**src/rtl/uart_tx_serializer_if.sv**
```systemverilog
// uart_tx_serializer_if: byte handshake and frame-format bundle between the UART controller and its TX serializer
interface uart_tx_serializer_if;
  logic [7:0]  din_8b;
  logic        din_valid;
  logic        tx_busy;
  logic        tx_done;
  logic [15:0] divisor_16b;
  logic [1:0]  data_len_2b;
  logic        stop_bits;
  logic        parity_en;
  logic [1:0]  parity_mode_2b;
  modport master (
    output din_8b, din_valid, divisor_16b, data_len_2b, stop_bits, parity_en, parity_mode_2b,
    input  tx_busy, tx_done
  );
  modport slave (
    input  din_8b, din_valid, divisor_16b, data_len_2b, stop_bits, parity_en, parity_mode_2b,
    output tx_busy, tx_done
  );
endinterface

```
**src/rtl/uart_tx_serializer.sv**
```systemverilog
// uart_tx_serializer: shifts one byte per handshake onto the serial line, LSB first, with configurable framing
module uart_tx_serializer #(
  parameter logic [15:0] DEFAULT_DIV = 16'd434
) (
  input  logic                   clk_50m_i,
  input  logic                   rst_n_i,
  uart_tx_serializer_if.slave    bus,
  output logic                   uart_tx_o
);
  typedef enum logic [2:0] {IDLE, START, DATA, PARITY, STOP} state_t;
  state_t      state_q, state_d;
  logic [15:0] cnt_q, cnt_d, dm1_q, dm1_d, d_eff;
  logic [7:0]  sh_q, sh_d, mask;
  logic [2:0]  bit_q, bit_d, last_q, last_d;
  logic        par_en_q, par_en_d, par_q, par_d, stop2_q, stop2_d;
  logic        tx_q, tx_d, busy_q, busy_d, done_q, done_d, tick, ones;
  assign d_eff = bus.divisor_16b == 16'd0 ? DEFAULT_DIV : bus.divisor_16b == 16'd1 ? 16'd2 : bus.divisor_16b;
  assign mask  = 8'hFF >> (2'd3 - bus.data_len_2b);
  assign ones  = ^(bus.din_8b & mask);
  assign tick  = cnt_q == 16'd0;
  assign uart_tx_o   = tx_q;
  assign bus.tx_busy = busy_q;
  assign bus.tx_done = done_q;
  // bit_q counts remaining data bits in DATA and remaining extra stop bits in STOP
  always_comb begin
    state_d  = state_q;
    cnt_d    = state_q == IDLE ? 16'd0 : tick ? dm1_q : cnt_q - 16'd1;
    dm1_d    = dm1_q;
    sh_d     = sh_q;
    bit_d    = bit_q;
    last_d   = last_q;
    par_en_d = par_en_q;
    par_d    = par_q;
    stop2_d  = stop2_q;
    tx_d     = tx_q;
    busy_d   = busy_q;
    done_d   = 1'b0;
    case (state_q)
      IDLE: if (bus.din_valid) begin
        state_d  = START;
        cnt_d    = d_eff - 16'd1;
        dm1_d    = d_eff - 16'd1;
        sh_d     = bus.din_8b & mask;
        last_d   = {1'b1, bus.data_len_2b};
        par_en_d = bus.parity_en;
        par_d    = bus.parity_mode_2b[1] ? bus.parity_mode_2b[0] : ones ^ ~bus.parity_mode_2b[0];
        stop2_d  = bus.stop_bits;
        tx_d     = 1'b0;
        busy_d   = 1'b1;
      end
      START: if (tick) begin
        state_d = DATA;
        tx_d    = sh_q[0];
        sh_d    = sh_q >> 1;
        bit_d   = last_q;
      end
      DATA: if (tick) begin
        if (bit_q == 3'd0) begin
          state_d = par_en_q ? PARITY : STOP;
          tx_d    = par_en_q ? par_q : 1'b1;
          bit_d   = {2'b00, stop2_q};
        end else begin
          bit_d = bit_q - 3'd1;
          tx_d  = sh_q[0];
          sh_d  = sh_q >> 1;
        end
      end
      PARITY: if (tick) begin
        state_d = STOP;
        tx_d    = 1'b1;
        bit_d   = {2'b00, stop2_q};
      end
      STOP: if (tick) begin
        if (bit_q == 3'd0) begin
          state_d = IDLE;
          busy_d  = 1'b0;
          done_d  = 1'b1;
          tx_d    = 1'b1;
        end else begin
          bit_d = bit_q - 3'd1;
        end
      end
      default: state_d = IDLE;
    endcase
  end
  always_ff @(posedge clk_50m_i or negedge rst_n_i) begin
    if (!rst_n_i) begin
      state_q  <= IDLE;
      cnt_q    <= 16'd0;
      dm1_q    <= 16'd0;
      sh_q     <= 8'd0;
      bit_q    <= 3'd0;
      last_q   <= 3'd0;
      par_en_q <= 1'b0;
      par_q    <= 1'b0;
      stop2_q  <= 1'b0;
      tx_q     <= 1'b1;
      busy_q   <= 1'b0;
      done_q   <= 1'b0;
    end else begin
      state_q  <= state_d;
      cnt_q    <= cnt_d;
      dm1_q    <= dm1_d;
      sh_q     <= sh_d;
      bit_q    <= bit_d;
      last_q   <= last_d;
      par_en_q <= par_en_d;
      par_q    <= par_d;
      stop2_q  <= stop2_d;
      tx_q     <= tx_d;
      busy_q   <= busy_d;
      done_q   <= done_d;
    end
  end
endmodule
```
**src/flat_wrapper.sv**
```systemverilog
// flat-port wrapper written by rule: the top's interface ports become plain ports
module uart_tx_serializer_flat 
#(
  parameter logic [15:0] DEFAULT_DIV = 16'd434
)
  (clk_50m_i, rst_n_i, uart_tx_o, bus_din_8b, bus_din_valid, bus_divisor_16b, bus_data_len_2b, bus_stop_bits, bus_parity_en, bus_parity_mode_2b, bus_tx_busy, bus_tx_done);
  uart_tx_serializer_if bus_i ();
  input  logic clk_50m_i;
  input  logic rst_n_i;
  output logic uart_tx_o;
  input wire logic [$bits(bus_i.din_8b)-1:0] bus_din_8b;
  input wire logic [$bits(bus_i.din_valid)-1:0] bus_din_valid;
  input wire logic [$bits(bus_i.divisor_16b)-1:0] bus_divisor_16b;
  input wire logic [$bits(bus_i.data_len_2b)-1:0] bus_data_len_2b;
  input wire logic [$bits(bus_i.stop_bits)-1:0] bus_stop_bits;
  input wire logic [$bits(bus_i.parity_en)-1:0] bus_parity_en;
  input wire logic [$bits(bus_i.parity_mode_2b)-1:0] bus_parity_mode_2b;
  output wire logic [$bits(bus_i.tx_busy)-1:0] bus_tx_busy;
  output wire logic [$bits(bus_i.tx_done)-1:0] bus_tx_done;
  assign bus_i.din_8b = bus_din_8b;
  assign bus_i.din_valid = bus_din_valid;
  assign bus_i.divisor_16b = bus_divisor_16b;
  assign bus_i.data_len_2b = bus_data_len_2b;
  assign bus_i.stop_bits = bus_stop_bits;
  assign bus_i.parity_en = bus_parity_en;
  assign bus_i.parity_mode_2b = bus_parity_mode_2b;
  assign bus_tx_busy = bus_i.tx_busy;
  assign bus_tx_done = bus_i.tx_done;
  uart_tx_serializer #(.DEFAULT_DIV(DEFAULT_DIV)) u_core (.clk_50m_i(clk_50m_i), .rst_n_i(rst_n_i), .bus(bus_i), .uart_tx_o(uart_tx_o));
endmodule
```
**config.mk**
```make
export PLATFORM = sky130hd
export DESIGN_NAME = uart_tx_serializer_flat
export DESIGN_NICKNAME = d
export VERILOG_FILES = /design/src/rtl/uart_tx_serializer_if.sv /design/src/rtl/uart_tx_serializer.sv /design/src/flat_wrapper.sv
export SDC_FILE = /design/constraint.sdc
export NUM_CORES = 1
export LEC_CHECK = 0
export CORE_MARGIN = 4
export CORE_UTILIZATION = 40
export DETAILED_ROUTE_END_ITERATION = 16
export MAX_ROUTING_LAYER = met4
export PLACE_DENSITY = 0.57
export SETUP_SLACK_MARGIN = 0.3
export SYNTH_ARGS = -nofsm -noshare
export SYNTH_HDL_FRONTEND = slang
export SYNTH_SLANG_ARGS = --single-unit
```
**constraint.sdc**
```tcl
create_clock -name clk_50m_i -period 6.8 [get_ports clk_50m_i]
set_clock_uncertainty 0.05 [all_clocks]
set_input_delay 2.04 -clock clk_50m_i [delete_from_list [all_inputs] [get_ports clk_50m_i]]
set_output_delay 2.04 -clock clk_50m_i [all_outputs]
set_load 0.05 [all_outputs]
```
==> results by group, run 1 <==
CTS
  – Num CTS Buffers: 5
  – Clock buffer depth: 2
  – Gates resized, CTS repair: 0
  – CTS hold repair buffers: 0
  – Clk root buf: clkbuf_8
  – TritonCTS Sinks: 55
  – Post-CTS Setup Bufs: 0
  – H-tree depth: 2
  – CTS tree: done
  – Reg clk slew, reported paths: 100 ps
  – Clk_lat worst skew: 310 ps

Worst setup path
  – CP max FO: 6
  – CP arrival: 5070 ps
  – Reg2reg path depth: 6
  – Reg-to-Reg End: u_core.sh_q[4]
  – FF-to-FF setup slack: 3710 ps
  – R2R Path Start: u_core.cnt_q[2]
  – Required @ worst endpoint: 6940 ps
  – Crit start category: primary input
  – Crit Path Category: in -> reg
  – Critical path capture point type: register

Yosys
  – Synth area leaders: dfrtp_1 (42%), nand2_1 (6.2%), o21ai_0 (5.6%), mux2_2 (4.6%), xnor2_1 (3.8%)
  – Post-synthesis adder-cell area fraction: 0.0195
  – YS warnings: 0
  – Async set-or-reset flop fraction in the synthesized netlist: 1.00
  – Mapped Area: 3210 um2
  – Post-synthesis xor/xnor area fraction: 0.0753
  – Net count after synthesis: 398
  – Synth cell types: 48
  – Mux share of post-synthesis cell area: 0.0519
  – Synth Area in Simple Gates: 0.207
  – Synthesis-stage register bit count: 55
  – Largest family of logic cells by synthesized area: simple AND/OR/NAND/NOR gates
  – Synth Area in Compound Gates: 0.179
  – Post-synth top cells: dfrtp_1 (54), nand2_1 (53), o21ai_0 (36), nor2_1 (32), a21oi_1 (15)
  – Primary FF master, synth: dfrtp_1
  – Cells after synthesis: 360
  – Largest area contributor in the netlist: dfrtp_1
  – Top cell type's share of synthesized area: 0.421
  – Top-count cell post-synth: dfrtp_1
  – Synth Area per Inst: 8.91 um2
  – Number of synthesized flops with an enable pin: 0
  – Post-synthesis sequential area ratio: 0.429

Die
  – Die Y-Extent: 97.6 um
  – Initial Utilization: 0.413
  – IO Pins: 36
  – Row count: 32
  – Die area: 9520 um2
  – Die Width: 97.6 um
  – Core area: 7770 um2

Power and ir drop
  – Leak: 1.45 nW
  – Internal power: 0.509 mW
  – Tot Pwr: 0.646 mW
  – Combinational Power Share: 0.092
  – Cell Pwr Density: 172 nW/um2
  – Sw frac: 0.213
  – P_sw: 0.137 mW
  – Clock power frac: 0.396
  – IR drop worst, VDD: 0.0000668 V
  – Seq pwr share: 0.512

GRT
  – First-pass GRT wire length: 12600 um
  – GR Overflow Total: 0
  – Largest net degree at the start of global routing: 56
  – Vias in the first global route: 2570
  – Gr usage total: 0.162
  – Initial antenna violation count: 0

STA
  – Hold Fails Final Rpt: 0
  – Post-layout min period: 4940 ps
  – RSZ-0062 raised after global routing: false
  – Final setup violation count: 0
  – Final worst-path setup slack: 1860 ps
  – Worst slew pin tran: 877 ps
  – Worst rel slew slack: 0.415
  – Final Cycle Share: 0.726
  – Worst hold-check slack: 430 ps
  – Setup TNS: 0 ps
  – Max Fclk: 203 MHz
  – Max-slew violations: 0

Route
  – Vias: 2628
  – Final routed DRC violation total: 0
  – Post-DR vias/cell: 5.34
  – Drt wl/cell: 14.5 um
  – Pre-antenna DRT Iters: 5
  – Final wirelength: 7150 um
  – 1st-iter DRT viols: 116
  – Post-route ant nets: 0

Hold path
  – Hold path cells: 2
  – Hold Path Sink: u_core.dm1_q[8]
  – Worst Hold Class: reg -> reg
  – Hold_sp: u_core.dm1_q[8]

Cells and area
  – Layout cell share with drive strength beyond 1: 0.0872
  – ANT cells: 0
  – Area growth, synth to finish: 16.9%
  – Layout Nets: 427

Flow run
  – Max-cap violations: 0

Placed design
  – HPWL after detailed placement: 5080 um
  – Post-Place Worst Slack: 1530 ps
  – Final Wtd Congestion: 0.850
  – PortBufs: 35

Outcome
  – Status: complete, no violations
[power by group through the flow]
| stage | combinational (mW) | sequential [mW] | clock (mW) |
|---|---|---|---|
| 2_1_floorplan | 0.0247 | 0.336 | 0 |
| 3_3_place_gp | 0.0603 | 0.337 | 0 |
| 3_5_place_dp | 0.0602 | 0.337 | 0 |
| 4_1_cts | 0.0606 | 0.331 | 0.263 |
| 5_1_grt | 0.0659 | 0.331 | 0.277 |
| 6_report | 0.0594 | 0.331 | 0.256 |
[worst max path at each step]
stage	start	endpoint	slack (ps)
finish	bus_divisor_16b[6]	u_core.cnt_q[12]	1860
global route	bus_divisor_16b[6]	u_core.cnt_q[12]	1730
global placement	bus_divisor_16b[6]	u_core.cnt_q[12]	1600
floorplan	bus_divisor_16b[7]	u_core.cnt_q[12]	2250
detailed placement	bus_divisor_16b[6]	u_core.cnt_q[12]	1530
CTS	bus_divisor_16b[6]	u_core.cnt_q[12]	1860
[cells by family after synthesis]
kind of cell | Yosys count
AOI/OAI and AO/OA | 94
xor gates and xnor gates | 26
DFF | 55
and+or+nand+nor | 139
buffers and inverters | 26
adders and majority gates | 5
muxes | 15
[cell type report]
| cell class | count | area (um2) |
|---|---|---|
| clock inverter | 2 | 60.1 |
| sequential | 55 | 1380 |
| inverter | 10 | 37.5 |
| multi-input combinational | 279 | 1710 |
| clock buffer | 6 | 72.6 |
| tap | 102 | 128 |
| fill | 765 | 4020 |
| timing repair buffer | 38 | 368 |
[cell usage in the layout, fill, tap and decap left out, types with 3 or more instances in the layout]
master and n:
o211ai_1 5, a211oi_1 4, nor2b_1 3, mux2_2 13, nand2b_1 4, clkdlybuf4s50_1 34, nand3_1 9, or4_1 3
buf_4 3, clkbuf_8 5, xor2_1 11, nor4_1 6, nand2_1 53, xnor2_1 14, nor3_1 12, o21ai_0 36
ha_1 5, o22ai_1 13, o21a_1 3, dfrtp_1 54, o21ai_1 6, nor2_1 32, a21oi_1 15, inv_1 10
[registers in the layout, summed over array words and instances (netlist names)]
signal / cells
u_core.uart_tx_o: 1
u_core.par_q: 1
u_core.bit_q: 3
u_core.dm1_q: 16
u_core.par_en_q: 1
u_core.stop2_q: 1
u_core.sh_q: 8
u_core.bus.tx_busy: 1
u_core.last_q: 3
u_core.cnt_q: 16
u_core.bus.tx_done: 1
u_core.state_q: 3
[per-stage QoR]
stage                util  std cells  area (um2)
finish              0.483        492        3750
global route        0.483        492        3750
CTS                 0.483        492        3750
detailed placement  0.466        484        3620
global placement    0.466        484        3620
floorplan               -        360        3210
[per-layer routing]
metal / vias to the layer above / wire [um] / global-route usage
met5: - / 0 / -
met4: 0 / 74 / 0.0383
met3: 9 / 372 / 0.0337
met2: 61 / 3290 / 0.261
met1: 1226 / 3410 / 0.210
li1: 1332 / - / -
[critical path, cell delays in order]
cell and delay (ps):
clkdlybuf4s50_1 450, or4_4 570, or4_4 470, or2_4 290
o31ai_4 190, ha_1 210, nand2_1 170, nor4_1 390
xnor2_1 190, o22ai_1 100
Power figures use the tool's default switching activity.
==> run 2: changes to the inputs <==
- clock period: 6.8 -> 4.6 ns (I/O delays scaled with it)
==> run 2 against run 1 <==
  * Worst setup slack got worse by 1400 ps
  * Die area unchanged
  * Power increased by 31%
  * Final cell count increased by 0.61%
  * Critical path type unchanged
  * Highest routed layer unchanged
==> results by group, run 2 (same netlist as run 1, synthesis figures left out) <==
Outcome
  – Status: complete, no violations

STA
  – Worst hold-check slack: 432 ps (+2.03 ps)
  – Final setup violation count: 0 (unchanged)
  – Worst slew pin tran: 760 ps (-118 ps)
  – Final Cycle Share: 0.899
  – Setup TNS: 0 ps (unchanged)
  – Worst rel slew slack: 0.490 (+0.0745)
  – Post-layout min period: 4140 ps
  – RSZ-0062 raised after global routing: false
  – Hold Fails Final Rpt: 0 (unchanged)
  – Max-slew violations: 0 (unchanged)
  – Max Fclk: 242 MHz

Die
  – Die Y-Extent: 97.6 um (unchanged)
  – Core area: 7770 um2 (unchanged)
  – Initial Utilization: 0.413 (unchanged)
  – IO Pins: 36 (unchanged)
  – Die Width: 97.6 um (unchanged)
  – Die area: 9520 um2 (unchanged)
  – Row count: 32 (unchanged)

CTS
  – CTS tree: done
  – Clock buffer depth: 2 (unchanged)
  – H-tree depth: 2 (unchanged)
  – Num CTS Buffers: 5 (unchanged)
  – Gates resized, CTS repair: 0 (unchanged)
  – Post-CTS Setup Bufs: 0 (unchanged)
  – CTS hold repair buffers: 0 (unchanged)
  – Reg clk slew, reported paths: 90 ps (about the same)
  – Clk root buf: clkbuf_8
  – Clk_lat worst skew: 310 ps (about the same)
  – TritonCTS Sinks: 55 (unchanged)

Placed design
  – # placed instances: 487 (+0.62%)
  – Post-Place Cell Area: 3640 um2 (+0.62%)
  – HPWL after detailed placement: 5180 um (+2.0%)
  – PortBufs: 35 (unchanged)
  – Final Wtd Congestion: 0.845 (-0.54%)

Route
  – Final routed DRC violation total: 0 (unchanged)
  – Post-route ant nets: 0 (unchanged)
  – Drt wl/cell: 14.7 um (+1.1%)
  – Final wirelength: 7270 um (+1.7%)
  – Vias: 2644 (+0.61%)
  – Pre-antenna DRT Iters: 4 (-1)
  – 1st-iter DRT viols: 92 (-21%)
  – Post-DR vias/cell: 5.34 (about the same)

Worst setup path
  – Crit start category: primary input
  – R2R Path Start: u_core.cnt_q[2]
  – Reg-to-Reg End: u_core.bit_q[2]
  – FF-to-FF setup slack: 1960 ps (-1750 ps)
  – CP arrival: 4270 ps (-800 ps)
  – Crit Path Category: in -> reg
  – Critical path capture point type: register
  – Reg2reg path depth: 6 (unchanged)
  – CP max FO: 6 (unchanged)
  – Required @ worst endpoint: 4740 ps (-2200 ps)

Cells and area
  – Layout Nets: 430 (+0.70%)
  – Commonest non-fill, non-tap cells in the layout: dfrtp_1 (54), nand2_1 (52), o21ai_0 (36)
  – FF/Latch Area: 1380 um2 (unchanged)
  – Filler cells: 773 (+1.0%)
  – Area growth, synth to finish: 16.3%
  – ANT cells: 0 (unchanged)
  – Commonest non-fill, non-tap cell in the layout: dfrtp_1
  – Fin cells: 495 (+0.61%)
  – Layout cell share with drive strength beyond 1: 0.0992 (+0.0121)
  – Fin area: 3730 um2 (-0.53%)
  – Largest regs: u_core.cnt_q (16), u_core.dm1_q (16), u_core.sh_q (8)
  – Multi-input logic area: 1710 um2 (+0.29%)

Flow run
  – Max-cap violations: 0 (unchanged)

Hold path
  – Hold Path Sink: u_core.dm1_q[9]
  – Worst Hold Class: reg -> reg
  – Hold_sp: u_core.dm1_q[9]
  – Hold path cells: 2 (unchanged)

Power and ir drop
  – IR drop worst, VDD: 0.000127 V (+91%)
  – Combinational Power Share: 0.106 (+0.014)
  – Internal power: 0.642 mW (+26%)
  – Sw frac: 0.243 (+0.0307)
  – Leak: 1.44 nW (-0.74%)
  – Seq pwr share: 0.576 (+0.064)
  – P_sw: 0.207 mW (+50%)
  – Clock power frac: 0.318 (-0.078)
  – Cell Pwr Density: 227 nW/um2 (+32%)

GRT
  – Initial antenna violation count: 0 (unchanged)
  – Gr usage total: 0.164 (+0.00184)
  – First-pass GRT wire length: 12600 um (unchanged)
  – Vias in the first global route: 2570 (unchanged)
  – Largest net degree at the start of global routing: 39 (-30%)
  – GR Overflow Total: 0 (unchanged)
[run 2: worst max path at each step]
stage                  startpoint          endpoint  slack, ps  cells past startpoint
4_1_cts        bus_divisor_16b[7]  u_core.cnt_q[12]        390                     10
2_1_floorplan  bus_divisor_16b[7]  u_core.cnt_q[12]        710                      9
3_3_place_gp   bus_divisor_16b[6]  u_core.cnt_q[12]        150                     10
5_1_grt        bus_divisor_16b[6]  u_core.cnt_q[10]        310                     11
6_report       bus_divisor_16b[7]  u_core.cnt_q[12]        460                     10
3_5_place_dp   bus_divisor_16b[7]  u_core.cnt_q[12]         80                     10
[run 2: power by group through the flow]
stage	combinational [mW]	clock, mW	sequential [mW]
final	0.0896	0.270	0.489
after global routing	0.0997	0.306	0.489
after CTS	0.0909	0.280	0.489
after detailed placement	0.0903	0	0.498
after global placement	0.0907	0	0.498
after floorplan	0.0365	0	0.497
[run 2: layer usage]
| layer | share of wire | wire (um) | vias up | GRT usage |
|---|---|---|---|---|
| met2 | 0.47 | 3390 | 56 | 0.266 |
| met1 | 0.48 | 3480 | 1244 | 0.212 |
| met4 | 0.012 | 84 | 0 | 0.0405 |
| met5 | 0 | 0 | - | - |
| li1 | - | - | 1336 | - |
| met3 | 0.043 | 314 | 8 | 0.0316 |
[run 2: final cells by class]
| class | count | area share |
|---|---|---|
| Tap cell | 102 | 0.0342 |
| Sequential cell | 55 | 0.369 |
| Clock inverter | 2 | 0.00335 |
| Multi-Input combinational cell | 279 | 0.459 |
| Inverter | 10 | 0.0101 |
| Clock buffer | 6 | 0.0195 |
| Timing Repair Buffer | 41 | 0.105 |
[run 2: worst max-delay path, cell delays in order]
cell and delay [ps]:
clkdlybuf4s50_1 430, or4_4 590, or4_4 430, or2_4 280
o31ai_4 200, ha_2 240, nand2_2 110, nor4_1 310
xnor2_1 200, o22ai_1 100
[run 2: metrics by stage]
step / power [mW] / util / setup slack [ps]
after floorplan: 0.533 / - / 714
after global placement: 0.589 / 0.469 / 147
after detailed placement: 0.589 / 0.469 / 76.2
after CTS: 0.860 / 0.480 / 395
after global routing: 0.895 / 0.480 / 311
final: 0.848 / 0.480 / 464
